===== config.mk =====
export PLATFORM = sky130hd
export DESIGN_NAME = program_counter
export DESIGN_NICKNAME = d
export VERILOG_FILES = /design/src/rtl/program_counter_pkg.sv /design/src/rtl/program_counter.sv
export SDC_FILE = /design/constraint.sdc
export NUM_CORES = 1
export LEC_CHECK = 0
export BUFFER_PORTS_ARGS = -buffer_cell sky130_fd_sc_hd__buf_2
export CORE_AREA = 4 4 41 43
export CTS_BUF_LIST = sky130_fd_sc_hd__clkbuf_8
export CTS_CLUSTER_DIAMETER = 50
export DETAILED_ROUTE_END_ITERATION = 8
export DIE_AREA = 0 0 45 47
export PLACE_DENSITY = 0.74
export SLEW_MARGIN = 25
export SYNTH_ARGS = -nofsm -noshare
export SYNTH_HDL_FRONTEND = slang
export SYNTH_SLANG_ARGS = --single-unit

===== constraint.sdc =====
create_clock -name clk -period 4.8 [get_ports clk]
set_clock_uncertainty 0.2 [all_clocks]
set_input_delay 0.96 -clock clk [delete_from_list [all_inputs] [get_ports clk]]
set_output_delay 0.96 -clock clk [all_outputs]
set_load 0.03 [all_outputs]

===== src/rtl/program_counter_pkg.sv =====
// Shared CPU constants for the program counter and the instruction-memory address path,
// plus the control decode used by the counter's next-state logic.
package program_counter_pkg;

  localparam int unsigned PC_WIDTH        = 32'd8;
  localparam int unsigned PC_RESET_VAL    = 32'd0;
  localparam int unsigned PC_STEP         = 32'd1;
  localparam int unsigned IMEM_ADDR_WIDTH = PC_WIDTH;

  typedef enum logic [1:0] {
    PC_HOLD = 2'b00,
    PC_LOAD = 2'b01,
    PC_INC  = 2'b10,
    PC_DEC  = 2'b11
  } pc_op_e;

  // Load beats count, count beats hold; direction only matters while counting.
  function automatic pc_op_e pc_decode(input logic ld, input logic ens, input logic up);
    pc_op_e op;
    if (ld) begin
      op = PC_LOAD;
    end else if (ens) begin
      if (up) begin
        op = PC_INC;
      end else begin
        op = PC_DEC;
      end
    end else begin
      op = PC_HOLD;
    end
    return op;
  endfunction

endpackage


===== src/rtl/program_counter.sv =====
// Loadable up/down program counter: one register plus a separate next-state process.
// Wraps silently modulo 2^WIDTH; rst is asynchronous and active-low.
module program_counter
  import program_counter_pkg::*;
#(
  parameter int unsigned WIDTH     = PC_WIDTH,
  parameter int unsigned RESET_VAL = PC_RESET_VAL,
  parameter int unsigned STEP      = PC_STEP
) (
  input  logic             clk,
  input  logic             rst,
  input  logic [WIDTH-1:0] pc_in,
  input  logic             pc_ld,
  input  logic             pc_ens,
  input  logic             pc_up,
  output logic [WIDTH-1:0] pc_out
);

  // Truncation to WIDTH makes STEP and RESET_VAL act modulo 2^WIDTH.
  localparam logic [WIDTH-1:0] STEP_W  = WIDTH'(STEP);
  localparam logic [WIDTH-1:0] RESET_W = WIDTH'(RESET_VAL);

  pc_op_e           op_s;
  logic [WIDTH-1:0] pc_next_s;
  logic [WIDTH-1:0] pc_r;

  // Next-state selection from the decoded control priority.
  always_comb begin
    op_s      = pc_decode(pc_ld, pc_ens, pc_up);
    pc_next_s = pc_r;
    case (op_s)
      PC_LOAD: pc_next_s = pc_in;
      PC_INC:  pc_next_s = pc_r + STEP_W;
      PC_DEC:  pc_next_s = pc_r - STEP_W;
      PC_HOLD: pc_next_s = pc_r;
      default: pc_next_s = pc_r;
    endcase
  end

  // Counter register with asynchronous reset.
  always_ff @(posedge clk or negedge rst) begin
    if (!rst) begin
      pc_r <= RESET_W;
    end else begin
      pc_r <= pc_next_s;
    end
  end

  assign pc_out = pc_r;

endmodule


==> results <==
- The cell count after synthesis came out at 70.
- Counting along the longest clock path gives a buffer depth of 2.
- The worst reg2reg path startpoint is pc_out[1].
- The worst pin sits at a relative slew slack of 74.3%.
- The overall overflow remaining after global route is 0.
- The final count of hold timing violations came to 0.
- The synthesized area divided by synthesized cell count is 8.78 um2.
- After synthesis, the cell types taking the most area are sky130_fd_sc_hd__dfrtp_1 (33%), sky130_fd_sc_hd__o21ai_0 (8.1%), sky130_fd_sc_hd__xnor2_1 (7.1%).
- The tool flagged a number of max-cap violations equal to 0.
- STA puts the critical path data required time at 4.71 ns.
- The detail route stage leaves a number of antenna-violating nets equal to 0.
- The min-delay analysis places its worst path in the category primary input to asynchronous set/reset pin.
- The area of the core is 1300 um2.
- The instance count on the critical path is 8.
- STA classifies the critical path endpoint as a register.
- The Yosys step of the flow raised 0 warnings.
- The wire length of the first global-routing pass is 2500 um.
- The kind of critical path is primary input to register.
- The top-level port count is 21.
- The count of buffering cells on the critical path with inverters included is 1.
- The top cell type by area accounts for 32.6% of the synthesized area.
- The final critical delay including setup and external delays is 3.06 ns.
- The pin count of the biggest net entering global routing is 15.
- The clock latency on the worst-skew pair is 0.23 ns.
- At the pin with the least slew margin, the transition time is 0.380 ns.
- Net switching is 35.3% of the power.
- TritonCTS built the clock tree.
- The ratio of final minimum period to clock period is 63.7%.
- The count of cells resized by post-cts repair is 0.
- The biggest cell delay along the critical path is 0.51 ns.
- The proportion of power drawn by combinational gates is 31.0%.
- In this run the cell area of the synthesized design comes to 614 um2.
- Tracing the worst setup path back leads to its startpoint at pc_ens.
- After detailed routing, the average wire length per cell comes to 13.8 um.
- The leakage power of the design is 0.339 nW.
- In the synthesized netlist the async set-or-reset flop fraction comes to 100%.
- The register with the most flip-flops in the layout has 8 of them.
- After detailed routing, the total wire length is 1440 um.
- 0 antenna diodes ended up in the layout.
- Dividing the detail-routed via count by the number of cells gives 5.88.
- The share of total power in sequential cells is 37.4%.
- The most numerous cell on the critical path is sky130_fd_sc_hd__xnor2_1.
- The share of post-route cells with drive strength above 1 is 31.5%.
- The max-slew violation count came to 0.
- Power spread over the standard cell area amounts to 339 nW/um2.
- The growth of design area from synthesis to finish is 22.2%.
- The chip width is 45 um.
- The largest driver fanout on the critical path is 11.
- The cell at the root of the clock tree is sky130_fd_sc_hd__clkbuf_8.
- The utilization after layout is 57.7%.
- The depth of the worst register-to-register path is 6.
- The synthesized design contains 0 enable-type register cells.
- In the routed design, unresolved DRC markers number 0.
- CTS built an H-tree with a depth of 1.
- The sum of negative setup slack is 0 ns.
- After clock tree synthesis, the clock-pin slew on the worst setup and hold paths is 0.04 ns.
- Setup repair after global routing left no endpoint under its margin.
- At the end of routability-driven placement, the weighted congestion stood at 0.841.
- The final route contains 611 vias.
- When the netlist entered floorplanning its net count stood at 84.
- After the last flow step, the layout net total stands at 105.
- The share of total power dissipated in the clock network is 31.6%.
- The count of buffers added on input and output ports is 20.
- The row count is 13.
- Based on the critical path, the design can be clocked at up to 327 MHz.
- Setup violations remaining at the end of the flow were counted as 0.
- The number of buffers created by CTS is 3.
- The number of antenna violations at the first check in global routing is 0.
- The number of sinks on the clock net is 8.
- The cell family contributing the most delay on the critical path is simple AND/OR/NAND/NOR gates.
- Ranked by instance count, the synthesized netlist is headed by sky130_fd_sc_hd__o21ai_0 (10), sky130_fd_sc_hd__dfrtp_1 (8), sky130_fd_sc_hd__nand2_1 (5), sky130_fd_sc_hd__xnor2_1 (5), sky130_fd_sc_hd__nor3_1 (4).
- In the global route stage, overall resource usage came out at 17.0%.
- The floorplan step defined a die boundary enclosing 2120 um2.
- The dominant cell type by area after synthesis is sky130_fd_sc_hd__dfrtp_1.
- The detailed placer's ending HPWL is 1040 um.
- The worst-case vdd ir drop is 0.207 mV.
- Buffers inserted to repair hold after CTS numbered 0.
- The number of iterations in the first detailed-routing pass is 4.
- The via count of the first global-routing pass was 599.
- The switching power of the nets is 0.0899 mW.
- The die extent in y is 47 um.
- The most used flip-flop cell after synthesis is sky130_fd_sc_hd__dfrtp_1.
- After synthesis the netlist holds a flip-flop and latch count of 8.
- The overall power of the completed layout is 0.255 mW.
- The flow ran to the end, and the final reports show no timing, DRC or antenna violations.
- Counting distinct cell types in the post-synthesis netlist gives 34.
- The number of DRC violations after detailed-routing iteration 0 is 18.
- For this configuration, the core starts out at a cell density of 47.2%.
- The tightest hold margin is 0.370 ns.
- The most frequent cell after synthesis is sky130_fd_sc_hd__o21ai_0.
- Buffers added to address setup during post-CTS repair amount to 0.
- The internal power of the cells is 0.165 mW.
- The slowest stage of the critical path is the sky130_fd_sc_hd__or3b_1 cell.
- The nature of the critical path startpoint is a primary input.
- The signal on the critical path passes through buf_2 -> or3b_1 -> xnor2_1 -> ha_1 -> a31oi_1 -> o311ai_0 -> xnor2_1 -> mux2_2.
- Data arrives at the worst endpoint at 2.97 ns.
- Sequential cells were found to cover 32.6% of the synthesized design area.
==> worst register-to-register path, stage by stage, from the launching register on <==
cell and delay [ns]:
sky130_fd_sc_hd__dfrtp_1 0.46, sky130_fd_sc_hd__xnor2_1 0.19, sky130_fd_sc_hd__ha_1 0.28, sky130_fd_sc_hd__a31oi_1 0.11
sky130_fd_sc_hd__o311ai_0 0.36, sky130_fd_sc_hd__xnor2_1 0.10, sky130_fd_sc_hd__mux2_2 0.26
==> placed cells by master (no fill, tap or decap), types with 2 or more instances in the layout <==
cell,instances
sky130_fd_sc_hd__or4_1,2
sky130_fd_sc_hd__nor3_1,4
sky130_fd_sc_hd__nand2_1,5
sky130_fd_sc_hd__dfrtp_1,8
sky130_fd_sc_hd__xnor2_1,5
sky130_fd_sc_hd__xor2_1,2
sky130_fd_sc_hd__or3_1,2
sky130_fd_sc_hd__buf_2,20
sky130_fd_sc_hd__inv_1,3
sky130_fd_sc_hd__o21ai_0,10
sky130_fd_sc_hd__clkbuf_8,3
sky130_fd_sc_hd__mux2_2,2
sky130_fd_sc_hd__nand4_1,2
sky130_fd_sc_hd__and3_1,2
==> metrics by stage <==
| stage | cells | instance area, um2 | setup WS, ns |
|---|---|---|---|
| 2_1_floorplan | 70 | 614 | 1.85 |
| 3_3_place_gp | 101 | 709 | 1.56 |
| 3_5_place_dp | 101 | 709 | 1.49 |
| 4_1_cts | 104 | 751 | 1.74 |
| 5_1_grt | 104 | 751 | 1.57 |
| 6_report | 104 | 751 | 1.74 |
==> cells by family after synthesis <==
kind of cell | share of synthesized area (%)
AND/OR/NAND/NOR | 28.5
adder cells (fa/ha/maj) | 2.04
buffers and inverters | 5.70
AO/OA/AOI/OAI | 13.4
multiplexers | 7.74
flip-flops | 32.6
XOR/XNOR | 9.98
==> power groups by stage <==
stage	Sequential, mW	Clock, mW	Combinational (mW)
floorplan	0.110	0	0.0404
global placement	0.0949	0	0.0776
detailed placement	0.0955	0	0.0794
CTS	0.0947	0.0829	0.0797
global route	0.0972	0.0905	0.0869
finish	0.0952	0.0805	0.0791
==> layout make-up <==
class	instances	area, um2
Multi-Input combinational cell	55	379
Clock buffer	3	41.3
Tap cell	15	18.8
Inverter	3	11.3
Sequential cell	8	200
Timing Repair Buffer	20	100
Fill cell	137	551
==> routing by layer <==
metal	wire length (um)	vias up	track usage (%)
li1	-	297	-
met1	610	289	19.1
met2	697	20	27.1
met3	80	5	4.60
met4	51	0	14.0
met5	0	-	0
==> path summary, 6_finish.rpt <==
path | end | slack (ns)
min in group clk | pc_out[7] | 0.40
worst max-delay path | pc_out[6] | 1.74
worst min-delay path | pc_out[1] | 0.37
max in group asynchronous | pc_out[6] | 3.86
worst min register to register | pc_out[7] | 0.40
worst max register to register | pc_out[6] | 2.71
No activity file was read; power rests on OpenSTA's default activity.
